`config.mk`:
```
export PLATFORM = sky130hd
export DESIGN_NAME = pipe_renderer_flat
export DESIGN_NICKNAME = d
export VERILOG_FILES = /design/src/rtl/pipe_renderer_if.sv /design/src/rtl/pipe_renderer.sv /design/src/flat_wrapper.sv
export SDC_FILE = /design/constraint.sdc
export NUM_CORES = 1
export LEC_CHECK = 0
export ABC_AREA = 1
export BUFFER_PORTS_ARGS = -buffer_cell sky130_fd_sc_hd__buf_4
export CAP_MARGIN = 20
export CORE_MARGIN = 5
export CORE_UTILIZATION = 37
export DETAILED_ROUTE_END_ITERATION = 8
export MAX_ROUTING_LAYER = met4
export PLACE_DENSITY = 0.6
export REMOVE_ABC_BUFFERS = 1
export SKIP_CTS_REPAIR_TIMING = 1
export SLEW_MARGIN = 5
export SYNTH_ARGS = -nofsm -noshare
export SYNTH_HDL_FRONTEND = slang
export SYNTH_SLANG_ARGS = --single-unit
```
`constraint.sdc`:
```
create_clock -name clk_100MHz -period 3.02 [get_ports clk_100MHz]
set_input_delay 0.151 -clock clk_100MHz [delete_from_list [all_inputs] [get_ports clk_100MHz]]
set_output_delay 0.151 -clock clk_100MHz [all_outputs]
set_load 0.03 [all_outputs]
```
`src/rtl/pipe_renderer_if.sv`:
```
// Pixel-stream bundle between the VGA timing stage and the pipe renderer.
// The master is the timing/game side; the slave is pipe_renderer.
interface pipe_renderer_if;
  logic        p_tick;
  logic        video_on;
  logic [9:0]  x;
  logic [9:0]  y;
  logic        run;
  logic        restart;
  logic        pipe_on;
  logic [11:0] pipe_rgb;
  logic        video_on_d;
  logic        score_tick;

  modport master (
    output p_tick, video_on, x, y, run, restart,
    input  pipe_on, pipe_rgb, video_on_d, score_tick
  );

  modport slave (
    input  p_tick, video_on, x, y, run, restart,
    output pipe_on, pipe_rgb, video_on_d, score_tick
  );
endinterface

```
`src/rtl/pipe_renderer.sv`:
```
// Scrolling obstacle pipes: a vblank update sequencer plus a one-pixel-latency renderer.
// Optional macro PIPE_SPEEDUP_EN raises the scroll step every 8 score ticks (max 4).
module pipe_renderer #(
  parameter int          NUM_PIPES   = 3,
  parameter int          PIPE_W      = 52,
  parameter int          GAP_H       = 120,
  parameter int          GAP_MIN     = 60,
  parameter int          SPACING     = 224,
  parameter int          SCROLL_STEP = 2,
  parameter int          CAP_H       = 8,
  parameter int          BIRD_X      = 160,
  parameter logic [11:0] BODY_RGB    = 12'h0A0,
  parameter logic [11:0] CAP_RGB     = 12'h060
) (
  input  logic          clk_100MHz,
  input  logic          reset_n,
  pipe_renderer_if.slave bus
);

  typedef enum logic [0:0] {
    IDLE   = 1'b0,
    UPDATE = 1'b1
  } state_t;

  state_t      state_q, state_d;
  logic [1:0]  idx_q, idx_d;
  logic [10:0] r_q       [NUM_PIPES];
  logic [10:0] r_d       [NUM_PIPES];
  logic [8:0]  gap_top_q [NUM_PIPES];
  logic [8:0]  gap_top_d [NUM_PIPES];
  logic [15:0] lfsr_q, lfsr_d;
  logic        score_q, score_d;
  logic        pipe_on_q, pipe_on_d;
  logic [11:0] pipe_rgb_q, pipe_rgb_d;
  logic        video_on_dq, video_on_dd;
  logic [2:0]  step;
  logic        frame_strobe;

`ifdef PIPE_SPEEDUP_EN
  logic [2:0] step_q, step_d;
  logic [2:0] score_cnt_q, score_cnt_d;
  assign step = step_q;
`else
  assign step = 3'(SCROLL_STEP);
`endif

  function automatic logic [10:0] home_pos(input int i);
    return 11'(640 + PIPE_W + i * SPACING);
  endfunction

  // Each pipe takes a different byte-window of the LFSR so a restart
  // gives every pipe its own gap; window 0 is the plain low byte.
  function automatic logic [8:0] draw_gap(input logic [15:0] l, input int i);
    logic [31:0] dbl;
    dbl = {l, l} >> (4 * i);
    return 9'(GAP_MIN) + {1'b0, dbl[7:0]};
  endfunction

  // Returns {covered, in_cap_band} for one pipe at the current pixel.
  function automatic logic [1:0] classify(input logic [9:0] px, input logic [9:0] py,
                                          input logic [10:0] r, input logic [8:0] gap);
    logic [11:0] xe, ye, re, ge;
    logic        in_col, out_gap, cap;
    xe      = {2'b00, px};
    ye      = {2'b00, py};
    re      = {1'b0, r};
    ge      = {3'b000, gap};
    in_col  = (xe + 12'(PIPE_W) >= re) && (xe < re);
    out_gap = (ye < ge) || (ye >= ge + 12'(GAP_H));
    cap     = (ye + 12'(CAP_H) >= ge) && (ye < ge + 12'(GAP_H + CAP_H));
    return {in_col && out_gap, cap};
  endfunction

  assign frame_strobe = bus.p_tick && (bus.x == 10'd639) && (bus.y == 10'd479);

  always_comb begin
    logic [10:0] old_r;
    logic [10:0] new_r;
    logic [1:0]  cls;
    logic        hit;
    logic [11:0] colour;

    state_d     = state_q;
    idx_d       = idx_q;
    r_d         = r_q;
    gap_top_d   = gap_top_q;
    score_d     = 1'b0;
    lfsr_d      = {lfsr_q[0] ^ lfsr_q[2] ^ lfsr_q[3] ^ lfsr_q[5], lfsr_q[15:1]};
    pipe_on_d   = pipe_on_q;
    pipe_rgb_d  = pipe_rgb_q;
    video_on_dd = video_on_dq;
    old_r       = '0;
    new_r       = '0;
    cls         = '0;
    hit         = 1'b0;
    colour      = 12'h000;
`ifdef PIPE_SPEEDUP_EN
    step_d      = step_q;
    score_cnt_d = score_cnt_q;
`endif

    if (bus.restart) begin
      state_d = IDLE;
      idx_d   = '0;
      for (int i = 0; i < NUM_PIPES; i++) begin
        r_d[i]       = home_pos(i);
        gap_top_d[i] = draw_gap(lfsr_q, i);
      end
`ifdef PIPE_SPEEDUP_EN
      step_d      = 3'(SCROLL_STEP);
      score_cnt_d = '0;
`endif
    end else begin
      case (state_q)
        IDLE: begin
          if (frame_strobe && bus.run) begin
            state_d = UPDATE;
            idx_d   = '0;
          end
        end
        UPDATE: begin
          for (int i = 0; i < NUM_PIPES; i++) begin
            if (idx_q == 2'(i)) begin
              old_r = r_q[i];
              if (old_r > {8'd0, step}) begin
                new_r = old_r - {8'd0, step};
              end else begin
                new_r        = old_r + 11'(NUM_PIPES * SPACING) - {8'd0, step};
                gap_top_d[i] = draw_gap(lfsr_q, 0);
              end
              r_d[i] = new_r;
              if ((old_r > 11'(BIRD_X)) && (new_r <= 11'(BIRD_X))) begin
                score_d = 1'b1;
              end
            end
          end
          if (idx_q == 2'(NUM_PIPES - 1)) begin
            state_d = IDLE;
            idx_d   = '0;
          end else begin
            idx_d = idx_q + 2'd1;
          end
        end
        default: begin
          state_d = IDLE;
          idx_d   = '0;
        end
      endcase
`ifdef PIPE_SPEEDUP_EN
      if (score_d) begin
        score_cnt_d = score_cnt_q + 3'd1;
        if ((score_cnt_q == 3'd7) && (step_q < 3'd4)) begin
          step_d = step_q + 3'd1;
        end
      end
`endif
    end

    // Walk from the highest index down so the lowest covering pipe sets the colour.
    for (int i = NUM_PIPES - 1; i >= 0; i--) begin
      cls = classify(bus.x, bus.y, r_q[i], gap_top_q[i]);
      if (bus.video_on && cls[1]) begin
        hit    = 1'b1;
        colour = cls[0] ? CAP_RGB : BODY_RGB;
      end
    end

    if (bus.p_tick) begin
      video_on_dd = bus.video_on;
      pipe_on_d   = hit;
      pipe_rgb_d  = colour;
    end
  end

  always_ff @(posedge clk_100MHz or negedge reset_n) begin
    if (!reset_n) begin
      state_q     <= IDLE;
      idx_q       <= '0;
      lfsr_q      <= 16'hACE1;
      score_q     <= 1'b0;
      pipe_on_q   <= 1'b0;
      pipe_rgb_q  <= 12'h000;
      video_on_dq <= 1'b0;
      for (int i = 0; i < NUM_PIPES; i++) begin
        r_q[i]       <= home_pos(i);
        gap_top_q[i] <= 9'(GAP_MIN + 64 * i);
      end
`ifdef PIPE_SPEEDUP_EN
      step_q      <= 3'(SCROLL_STEP);
      score_cnt_q <= '0;
`endif
    end else begin
      state_q     <= state_d;
      idx_q       <= idx_d;
      lfsr_q      <= lfsr_d;
      score_q     <= score_d;
      pipe_on_q   <= pipe_on_d;
      pipe_rgb_q  <= pipe_rgb_d;
      video_on_dq <= video_on_dd;
      for (int i = 0; i < NUM_PIPES; i++) begin
        r_q[i]       <= r_d[i];
        gap_top_q[i] <= gap_top_d[i];
      end
`ifdef PIPE_SPEEDUP_EN
      step_q      <= step_d;
      score_cnt_q <= score_cnt_d;
`endif
    end
  end

  assign bus.pipe_on    = pipe_on_q;
  assign bus.pipe_rgb   = pipe_rgb_q;
  assign bus.video_on_d = video_on_dq;
  assign bus.score_tick = score_q;

endmodule

```
`src/flat_wrapper.sv`:
```
// flat-port wrapper written by rule: the top's interface ports become plain ports
module pipe_renderer_flat 
#(
  parameter int          NUM_PIPES   = 3,
  parameter int          PIPE_W      = 52,
  parameter int          GAP_H       = 120,
  parameter int          GAP_MIN     = 60,
  parameter int          SPACING     = 224,
  parameter int          SCROLL_STEP = 2,
  parameter int          CAP_H       = 8,
  parameter int          BIRD_X      = 160,
  parameter logic [11:0] BODY_RGB    = 12'h0A0,
  parameter logic [11:0] CAP_RGB     = 12'h060
)
  (clk_100MHz, reset_n, bus_p_tick, bus_video_on, bus_x, bus_y, bus_run, bus_restart, bus_pipe_on, bus_pipe_rgb, bus_video_on_d, bus_score_tick);
  pipe_renderer_if bus_i ();
  input  logic clk_100MHz;
  input  logic reset_n;
  input wire logic [$bits(bus_i.p_tick)-1:0] bus_p_tick;
  input wire logic [$bits(bus_i.video_on)-1:0] bus_video_on;
  input wire logic [$bits(bus_i.x)-1:0] bus_x;
  input wire logic [$bits(bus_i.y)-1:0] bus_y;
  input wire logic [$bits(bus_i.run)-1:0] bus_run;
  input wire logic [$bits(bus_i.restart)-1:0] bus_restart;
  output wire logic [$bits(bus_i.pipe_on)-1:0] bus_pipe_on;
  output wire logic [$bits(bus_i.pipe_rgb)-1:0] bus_pipe_rgb;
  output wire logic [$bits(bus_i.video_on_d)-1:0] bus_video_on_d;
  output wire logic [$bits(bus_i.score_tick)-1:0] bus_score_tick;
  assign bus_i.p_tick = bus_p_tick;
  assign bus_i.video_on = bus_video_on;
  assign bus_i.x = bus_x;
  assign bus_i.y = bus_y;
  assign bus_i.run = bus_run;
  assign bus_i.restart = bus_restart;
  assign bus_pipe_on = bus_i.pipe_on;
  assign bus_pipe_rgb = bus_i.pipe_rgb;
  assign bus_video_on_d = bus_i.video_on_d;
  assign bus_score_tick = bus_i.score_tick;
  pipe_renderer #(.NUM_PIPES(NUM_PIPES), .PIPE_W(PIPE_W), .GAP_H(GAP_H), .GAP_MIN(GAP_MIN), .SPACING(SPACING), .SCROLL_STEP(SCROLL_STEP), .CAP_H(CAP_H), .BIRD_X(BIRD_X), .BODY_RGB(BODY_RGB), .CAP_RGB(CAP_RGB)) u_core (.clk_100MHz(clk_100MHz), .reset_n(reset_n), .bus(bus_i));
endmodule
```
Word-level counts from Yosys, hierarchy flattened
Index checks and enable logic that the tools add are counted.

word-level totals
  latch bits = 0
  input port bits = 26
  word-level logic and storage cells = 155
  ROM bits = 0
  bits in registers = 94
  memory bits (writable) = 0
  memories kept = 0

operators by class
  order comparisons = 27
  multipliers = 0
  reduce and logical (&&, ||, !) cells = 32
  $add $sub $neg = 21
  muxes and demuxes = 50
  shifts and indexed selects = 0
  divide/modulo/power cells = 0
  bitwise operators = 4
  equality and inequality tests = 8

operator list
  cell                      number
  $mux W11                  15
  $mux W33                  2
  $sub A11 B2 Y11 const B   6
  $mux W27                  2
  $mux W9                   6
  $ge A10 B12 Y1            3
  $ge A12 B11 Y1            3
  $ge A12 B9 Y1             3
  $lt A10 B12 Y1            3
  $mux W12                  3
  $add A11 B10 Y11 const B  3
  $gt A11 B2 Y1 const B     3
  $gt A11 B8 Y1 const B     3
  $le A11 B8 Y1 const B     3
  $lt A10 B11 Y1            3
  $add A9 B7 Y10 const B    3
  $add A9 B8 Y10 const B    3
  $lt A10 B9 Y1             3
  $add A6 B8 Y9 const A     3
  $mux W8                   3
  $logic_and A1 B1 Y1       18
  $mux W1                   14
  $add A10 B4 Y11 const B   1
  $add A10 B6 Y11 const B   1
  other kinds (17)          32

Logic depth before layout (Yosys ltp)
Gate-level depths: netlist (run 1).

  depth after elaboration = 16
  mapped depth = 18
  gate-level depth less buffers = 18

Worst setup path after synthesis (run 1)
No wires, ideal clock.

  kind = reg2reg
  start point = register u_core.gap_top_q[21] (netlist bit)
  end point = register u_core.pipe_rgb_q[7] (netlist: u_core.bus.pipe_rgb[7])
  library setup time = 125 ps
  clock period less this slack = 2239 ps
  stages on the path, launching flop included = 18
  setup slack = 781 ps
  required time = 2895 ps
  arrival = 2114 ps
  cell sequence = dfstp_2 -> inv_1 -> ha_1 -> nand3_1 -> xor2_1 -> ha_1 -> nand2_1 -> inv_1 -> nand2_1 -> nand2_1 -> nand2_1 -> nand2_1 -> nor2_1 -> nand3_1 -> nand3_1 -> inv_1 -> a21oi_1 -> a21oi_1

between the ends
  longest elaborated chain between the ends = 6
  elaborated cells between the ends (all ways) = 12
  classes of those cells = add/sub: 2; order compare: 4; mux: 2; reduce/logical: 4

RTL lines
  what                             line                  source
  start, declared                  pipe_renderer.sv:29   logic [8:0] gap_top_q [NUM_PIPES];
  start signal, assigned by index  pipe_renderer.sv:186  gap_top_q[i] <= 9'(GAP_MIN + 64 * i);
  start signal, assigned by index  pipe_renderer.sv:202  gap_top_q[i] <= gap_top_d[i];
  $add A9 B7 Y10                   pipe_renderer.sv:69   out_gap = (ye < ge) || (ye >= ge + 12'(GAP_H));
  $ge A10 B12 Y1                   pipe_renderer.sv:69
  $logic_or A1 B1 Y1               pipe_renderer.sv:69
  $logic_and A1 B1 Y1              pipe_renderer.sv:71   return {in_col && out_gap, cap};
  $logic_and A1 B1 Y1              pipe_renderer.sv:162  if (bus.video_on && cls[1]) begin
  $mux W12 (*)                     pipe_renderer.sv:162
  end signal, assigned             pipe_renderer.sv:198  pipe_rgb_q <= pipe_rgb_d;
  end, declared                    pipe_renderer.sv:34   logic [11:0] pipe_rgb_q, pipe_rgb_d;

Every way passes the cells marked *; elsewhere a longest branch is shown, timed or not.
A chain may end at the register's enable or synchronous reset.

Worst setup path in the final report (run 1)
  start point = register u_core.gap_top_q[12] (netlist bit)
  end point = register u_core.pipe_rgb_q[6] (netlist: u_core.bus.pipe_rgb[6])

between the ends
  longest elaborated chain between the ends = 7
  elaborated cells between the ends (all ways) = 13
  classes of those cells = add/sub: 2; order compare: 4; mux: 3; reduce/logical: 4

RTL lines
  what                        line
  $add A9 B7 Y10              pipe_renderer.sv:69
  $ge A10 B12 Y1              pipe_renderer.sv:69
  $logic_or A1 B1 Y1          pipe_renderer.sv:69
  $logic_and A1 B1 Y1         pipe_renderer.sv:71
  $logic_and A1 B1 Y1         pipe_renderer.sv:162
  $mux W12 (*) (2 in series)  pipe_renderer.sv:162

Marked as above.

==> results of run 1 <==
-- flip-flops by register name, summed over array words and instances (netlist names) --
register               count
u_core.bus.pipe_on         1
u_core.bus.pipe_rgb        2
u_core.bus.score_tick      1
u_core.bus.video_on_d      1
u_core.gap_top_q          27
u_core.idx_q               2
u_core.lfsr_q             16
u_core.r_q                30
u_core.state_q             1
-- cells in the final DEF (no fill, tap or decap), types with 2 or more instances in the layout --
cell                           n
sky130_fd_sc_hd__nor2_4        3
sky130_fd_sc_hd__o21a_1        5
sky130_fd_sc_hd__nand3_1      61
sky130_fd_sc_hd__o221ai_1      4
sky130_fd_sc_hd__o22ai_1      11
sky130_fd_sc_hd__dfstp_2      37
sky130_fd_sc_hd__nor2_1      128
sky130_fd_sc_hd__a31oi_1      10
sky130_fd_sc_hd__clkinvlp_4    2
sky130_fd_sc_hd__conb_1        9
sky130_fd_sc_hd__inv_1       179
sky130_fd_sc_hd__xnor2_1       9
sky130_fd_sc_hd__o31ai_1       2
sky130_fd_sc_hd__nor3_1        8
sky130_fd_sc_hd__o211ai_1      2
sky130_fd_sc_hd__clkbuf_16     9
sky130_fd_sc_hd__buf_4        34
sky130_fd_sc_hd__inv_2         4
sky130_fd_sc_hd__and2_1        2
sky130_fd_sc_hd__nand2_1     300
sky130_fd_sc_hd__nand4_1      17
sky130_fd_sc_hd__nor4_1        3
sky130_fd_sc_hd__o21bai_1      2
sky130_fd_sc_hd__xor2_1       36
sky130_fd_sc_hd__nand2_2       4
sky130_fd_sc_hd__dfrtp_1      44
sky130_fd_sc_hd__o21ai_1       2
sky130_fd_sc_hd__a22oi_1      11
sky130_fd_sc_hd__o21ai_0      45
sky130_fd_sc_hd__clkinv_4      2
sky130_fd_sc_hd__a21oi_1      62
sky130_fd_sc_hd__or2_2         2
sky130_fd_sc_hd__o21ai_2       2
sky130_fd_sc_hd__ha_1        148
-- cell type report --
class / instances / area [µm²] / share of cell area (%)
Sequential cell: 81 / 2070 / 22.6
Clock buffer: 10 / 239 / 2.60
Timing Repair Buffer: 36 / 285 / 3.11
Tap cell: 280 / 350 / 3.82
Clock inverter: 6 / 67.6 / 0.736
Inverter: 184 / 693 / 7.55
Multi-Input combinational cell: 901 / 5470 / 59.6
-- power by group --
group | internal (W) | switching, W
registers | 0.00112 | 0.0000221
logic | 0.000242 | 0.000434
clock network | 0.000664 | 0.000457
total | 0.00203 | 0.000914
-- worst reg2reg max path: stages, from the launching register on --
cell and delay [ps]:
sky130_fd_sc_hd__dfstp_2 540, sky130_fd_sc_hd__inv_1 100, sky130_fd_sc_hd__ha_1 240, sky130_fd_sc_hd__nand2_1 110, sky130_fd_sc_hd__xor2_1 80, sky130_fd_sc_hd__ha_1 290, sky130_fd_sc_hd__nand2_1 70, sky130_fd_sc_hd__nor2_1 140
sky130_fd_sc_hd__nand2_1 90, sky130_fd_sc_hd__a21oi_1 140, sky130_fd_sc_hd__nor2_1 60, sky130_fd_sc_hd__nand3_1 60, sky130_fd_sc_hd__nand3_1 130, sky130_fd_sc_hd__or2_0 230, sky130_fd_sc_hd__nand3_1 70, sky130_fd_sc_hd__nand2_1 50
sky130_fd_sc_hd__nand2_1 50
-- stage by stage --
step	power [W]	instance area, µm²	setup WS (ps)	utilization (%)	instances
detailed placement	0.00184	8860	408	40.4	1481
CTS	0.00297	9170	515	41.8	1497
floorplan	0.00160	8240	781	-	1166
finish	0.00294	9180	527	41.8	1498
global route	0.00310	9180	203	41.8	1498
global placement	0.00183	8860	451	40.4	1481
-- metal layers --
metal  track usage (%)  vias to the layer above
li1                  -                     3882
met4              4.15                        0
met5                 -                        -
met3              2.04                       18
met2              27.3                      142
met1              23.5                     3455
-- logic make-up after synthesis --
kind of cell / after synthesis / share of synthesized area, %
AND/OR/NAND/NOR: 536 / 26.7
buffers and inverters: 200 / 9.66
AO/OA/AOI/OAI: 162 / 11.5
adder cells (fa/ha/maj): 148 / 22.3
flip-flops: 81 / 24.9
XOR/XNOR: 45 / 4.74
other: 1 / 0.0451
multiplexers: 1 / 0.180
-- how the worst max path moves through the flow --
stage | to | slack, ps | cells after the start
after floorplan | u_core.bus.pipe_rgb[7] | 780 | 17
after global placement | u_core.bus.pipe_rgb[6] | 450 | 18
after detailed placement | u_core.bus.pipe_rgb[6] | 410 | 18
after CTS | u_core.bus.pipe_rgb[6] | 520 | 16
after global routing | u_core.bus.pipe_rgb[6] | 200 | 18
final | u_core.bus.pipe_rgb[6] | 530 | 16
==> out/summary.txt, run 1 <==
Most used DFF post-synth -> sky130_fd_sc_hd__dfrtp_1
Met2 layer wire length in the routed design -> 9.77 mm
Worst hold path startpoint -> bus_p_tick
Buffers added on ports -> 31
Final setup violation count -> 0
Sum of overflow across all layers after global routing -> 0
Final Hold Vio Count -> 0
Transition time at the pin with the least slew margin -> 641 ps
Final Hold Slack -> 77.4 ps
Number of max-slew violations in the final report -> 0
Worst Path Required -> 3310 ps
NumNets Final -> 1,387
Top cell family by delay on the critical path -> simple AND/OR/NAND/NOR gates
Capturing element type of the critical path -> register
Final period utilization -> 82.5%
Status -> completed
Biggest area consumer among synthesized cells -> sky130_fd_sc_hd__ha_1
Minimum clock period -> 2490 ps
Min-delay worst type -> input pin to register
First-iteration detailed-routing DRC count -> 383
Most used standard cell by instance count after synthesis -> sky130_fd_sc_hd__nand2_1
Seq/Total Area, Yosys -> 24.9%
Clock Root Buffer -> sky130_fd_sc_hd__clkbuf_16
Highest signal layer in the routed design -> met4
Drt first pass iters -> 5
Cell count after synthesis -> 1,174
Area share of the largest cell type after synthesis -> 22.3%
Clock tree from TritonCTS -> yes
Setup repair after global routing missed its margin -> no
Wire length of the first global-routing pass -> 35.1 mm
Cts bufs inserted -> 9
Largest fanout on the critical path -> 5
Fraction of layout instances using a drive strength above 1 -> 9.20%
Die boundary width -> 160 µm
Average routed wire per standard cell -> 14.3 µm
Max_slew headroom -> 56.9%
Number of top-level pins -> 41
Worst flop-to-flop path endpoint -> u_core.bus.pipe_rgb[6]
Buffers from clock root to sink, at most -> 2
Antenna diodes -> 0
Number of H-tree branching levels -> 3
Remaining routing DRC violations -> 0
Detailed Route WL -> 21.4 mm
Final TNS setup -> 0 ps
Slowest cell on crit path -> sky130_fd_sc_hd__dfstp_2
Critical register-to-register path startpoint -> u_core.gap_top_q[12]
Crit path buffers/inverters -> 1
Total number of vias -> 7,497
Endpoint of the worst hold path -> u_core.bus.pipe_on
Largest net degree at the start of global routing -> 75
Flop-to-flop setup slack -> 530 ps
Top area cells in the synthesized netlist -> sky130_fd_sc_hd__ha_1, sky130_fd_sc_hd__nand2_1, sky130_fd_sc_hd__dfrtp_1
Top cell types by occurrence after synthesis -> sky130_fd_sc_hd__nand2_1, sky130_fd_sc_hd__inv_1, sky130_fd_sc_hd__ha_1
Die Outline Area -> 0.0256 mm²
Setup crit start kind -> register
CP Data Arrival Time -> 2780 ps
Synth async-reset ratio -> 100%
Initial cell density of the core -> 37.9%
# Max-Cap Violations -> 0
Floorplan core area -> 0.0220 mm²
Number of flip-flops and latches in the synthesized netlist -> 81
Vias per std cell -> 5.00
Peak ir drop on the vdd network -> 0.000325 V
Met1 wire length -> 10.5 mm
Number of filler cells placed in the layout -> 2,263
Post-synthesis cell type count -> 48
Worst-case clock skew -> 12.2 ps
Worst-path clk slew -> 70 ps
Half-perimeter wire length after placement -> 17.5 mm
Number of enable flip-flop cells after synthesis -> 0
Die outline height -> 160 µm
Floorplan row count -> 54
Setup Crit Path Kind -> register to register
Routability-driven placement congestion ratio -> 0.884
Number of global-route vias before repair -> 6,950
Leakage power summed over all cells -> 4.89 nW
Clock Sink Count -> 81
Syn Area/Cell -> 7.09 µm²
Slowest cell delay on critical path -> 540 ps
Yosys warnings -> 0
Count of cells along the worst register-to-register path -> 16
Top cell by count, worst path -> sky130_fd_sc_hd__nand2_1
Setup crit start -> u_core.gap_top_q[12]
Maximum clock rate -> 401 MHz
Cell depth of the worst hold path -> 3
Detail Route met3 WL -> 847 µm
Post-synthesis cell area -> 0.00832 mm²
Areal power density over the cells -> 320 mW/mm²
Tot GR Track Use -> 17.2%
Initial antenna violation count -> 0
Clock network latency to the later pin of the worst-skew pair -> 350 ps
Series of cell instances along the critical path -> inv_1 -> ha_1 -> nand2_1 -> xor2_1 -> ha_1 -> nand2_1 -> nor2_1 -> nand2_1 -> a21oi_1 -> nor2_1 -> nand3_1 -> nand3_1 -> or2_0 -> nand3_1 -> nand2_1 -> nand2_1
Post-DRT Antenna Nets -> 0
Area Growth Syn to Fin -> 10.4%
Note: power is estimated with default switching activity, not from simulation.
==> run 2: changes to the inputs <==
--- a/config.mk
+++ b/config.mk
@@ -12,7 +12,7 @@
 export CORE_UTILIZATION = 37
 export DETAILED_ROUTE_END_ITERATION = 8
 export MAX_ROUTING_LAYER = met4
-export PLACE_DENSITY = 0.6
+export PLACE_DENSITY = 0.62
 export REMOVE_ABC_BUFFERS = 1
 export SKIP_CTS_REPAIR_TIMING = 1
 export SLEW_MARGIN = 5
==> constraint.sdc (replaced) <==
create_clock -name clk_100MHz -period 2 [get_ports clk_100MHz]
set_input_delay 0.1 -clock clk_100MHz [delete_from_list [all_inputs] [get_ports clk_100MHz]]
set_output_delay 0.1 -clock clk_100MHz [all_outputs]
set_load 0.03 [all_outputs]
==> out/summary.txt, run 2 (synthesized netlist as in run 1, its figures left out) <==
Status -> finished with violations
Failing checks -> negative setup slack
Minimum clock period -> 2340 ps
Register with the most flip-flops -> u_core.r_q
Slowest cell on crit path -> sky130_fd_sc_hd__dfstp_2
Worst-case clock skew -> 9.29 ps
Floorplan row count -> 54
Sum of overflow across all layers after global routing -> 0
Initial antenna violation count -> 0
Die outline height -> 160 µm
Max_slew headroom -> 61.4%
Final period utilization -> 117%
Final setup violation count -> 3
Setup Crit Path Kind -> register to register
Setup repair after global routing missed its margin -> yes
Clock Sink Count -> 81
Number of filler cells placed in the layout -> 2,152
Commonest cells after routing, fill and taps aside -> sky130_fd_sc_hd__nand2_1, sky130_fd_sc_hd__buf_4, sky130_fd_sc_hd__inv_1
Largest net degree at the start of global routing -> 40
Number of H-tree branching levels -> 3
Remaining routing DRC violations -> 0
Final Hold Vio Count -> 0
First-iteration detailed-routing DRC count -> 427
Setup crit start kind -> register
NumNets Final -> 1,546
# Max-Cap Violations -> 0
Final TNS setup -> -953 ps
Final core area utilization -> 48.5%
Floorplan core area -> 0.0220 mm²
Areal power density over the cells -> 437 mW/mm²
Slowest cell delay on critical path -> 510 ps
Setup crit start -> u_core.gap_top_q[22]
Tot GR Track Use -> 18.2%
Antenna diodes -> 0
Cell total after placement -> 1,625
Maximum clock rate -> 428 MHz
Worst Path Required -> 2230 ps
Slack of the critical path -> -335 ps
Cell-internal power -> 0.00319 W
Capturing element type of the critical path -> register
Min-delay worst type -> input pin to register
Top cell by count, worst path -> sky130_fd_sc_hd__nand2_1
Clock network latency to the later pin of the worst-skew pair -> 340 ps
Wire length of the first global-routing pass -> 37.4 mm
Number of top-level pins -> 41
Net Sw Frac -> 31.5%
Count of placed standard cells in the final layout, fillers left out -> 1,657
PnR Total Power -> 0.00466 W
Half-perimeter wire length after placement -> 19.0 mm
Most common cell after layout, fill and taps aside -> sky130_fd_sc_hd__nand2_1
Critical register-to-register path startpoint -> u_core.gap_top_q[22]
Initial cell density of the core -> 37.9%
Registers with the most flip-flops -> u_core.r_q: 30 flops, u_core.gap_top_q: 27 flops, u_core.lfsr_q: 16 flops
Peak ir drop on the vdd network -> 0.000391 V
Routability-driven placement congestion ratio -> 0.907
Number of max-slew violations in the final report -> 0
Leakage power summed over all cells -> 5.67 nW
Number of flip-flops in the largest register -> 30
Share of power burned in registers -> 36.9%
Series of cell instances along the critical path -> inv_1 -> ha_4 -> nand3_2 -> xor2_1 -> ha_1 -> nand2_1 -> inv_1 -> nand2_1 -> nand2_1 -> nand2_1 -> nand2_1 -> nor2_2 -> nand3_2 -> nand3_2 -> inv_1 -> a21oi_2 -> a21oi_1
Vias per std cell -> 4.85
Worst hold path startpoint -> bus_p_tick
Cts bufs inserted -> 9
Die boundary width -> 160 µm
CP Data Arrival Time -> 2570 ps
Clock tree from TritonCTS -> yes
Average routed wire per standard cell -> 14.0 µm
Detailed Route WL -> 23.2 mm
Area Growth Syn to Fin -> 28.1%
Logic gate share of total power -> 26.9%
Transition time at the pin with the least slew margin -> 577 ps
Drt first pass iters -> 7
Clock power share -> 36.1%
P_sw -> 0.00147 W
Fraction of layout instances using a drive strength above 1 -> 23.6%
Number of global-route vias before repair -> 7,615
Largest fanout on the critical path -> 2
Buffers from clock root to sink, at most -> 2
Worst-path clk slew -> 70 ps
Die Outline Area -> 0.0256 mm²
Buffers added on ports -> 31
Clock Root Buffer -> sky130_fd_sc_hd__clkbuf_16
Total number of vias -> 8,042
Post-DRT Antenna Nets -> 0
## run 2: cell types whose count changed in the layout (fill, tap and decap cells not counted), moves of 8 or more
cell,change
sky130_fd_sc_hd__nand3_1,-9
sky130_fd_sc_hd__buf_4,+153
sky130_fd_sc_hd__nor2_2,+9
sky130_fd_sc_hd__inv_2,+9
sky130_fd_sc_hd__nand3_2,+8
sky130_fd_sc_hd__nor2_1,-9
sky130_fd_sc_hd__inv_1,-9
## run 2: stage by stage
step,setup slack [ps],hold WS (ps),area [µm²]
2_1_floorplan,-239,-196,8240
3_3_place_gp,-534,126,9950
3_5_place_dp,-542,122,9950
4_1_cts,-493,-252,10200
5_1_grt,-503,32.4,10700
6_report,-335,24.6,10700
## run 2: power by group through the flow
| stage | Sequential [W] | Combinational (W) | Clock, W |
|---|---|---|---|
| floorplan | 0.00176 | 0.000655 | 0 |
| global placement | 0.00174 | 0.00118 | 0 |
| detailed placement | 0.00174 | 0.00120 | 0 |
| CTS | 0.00172 | 0.00121 | 0.00173 |
| global route | 0.00172 | 0.00143 | 0.00179 |
| finish | 0.00172 | 0.00125 | 0.00168 |
## run 2: layout make-up
cell class | count | area [µm²] | share of cell area (%)
clock inverters | 6 | 68.8 | 0.646
repair buffers | 195 | 1510 | 14.2
clock buffers | 10 | 229 | 2.15
flip-flops and latches | 81 | 2070 | 19.5
multi-input cells | 901 | 5730 | 53.8
well taps | 280 | 350 | 3.29
inverters | 184 | 693 | 6.51
## run 2: worst paths after layout
| check | slack (ps) | to | cells past startpoint |
|---|---|---|---|
| min in group asynchronous | 290 | u_core.r_q[25] | 2 |
| max | -340 | u_core.bus.pipe_rgb[7] | 17 |
| min | 20 | u_core.bus.pipe_on | 3 |
| max in group asynchronous | 1050 | u_core.r_q[18] | 3 |
| max reg2reg | -340 | u_core.bus.pipe_rgb[7] | 17 |
| min reg2reg | 380 | u_core.lfsr_q[10] | 0 |
## run 2: metal layers
metal  up-vias  wire, µm  track usage [%]
met1      3670     11500             25.6
met2       152     10600             28.0
met4         0       196             4.81
li1       4202         -                -
met3        18       882             2.14
met5         -         0                -
## run 2: worst max-delay path: cells and delay by family, from the launching register on
family,cells,cell delay (ps)
buffers and inverters,3,190
adder cells (fa/ha/maj),2,440
AO/OA/AOI/OAI,2,230
AND/OR/NAND/NOR,9,700
flip-flops,1,510
XOR/XNOR,1,170
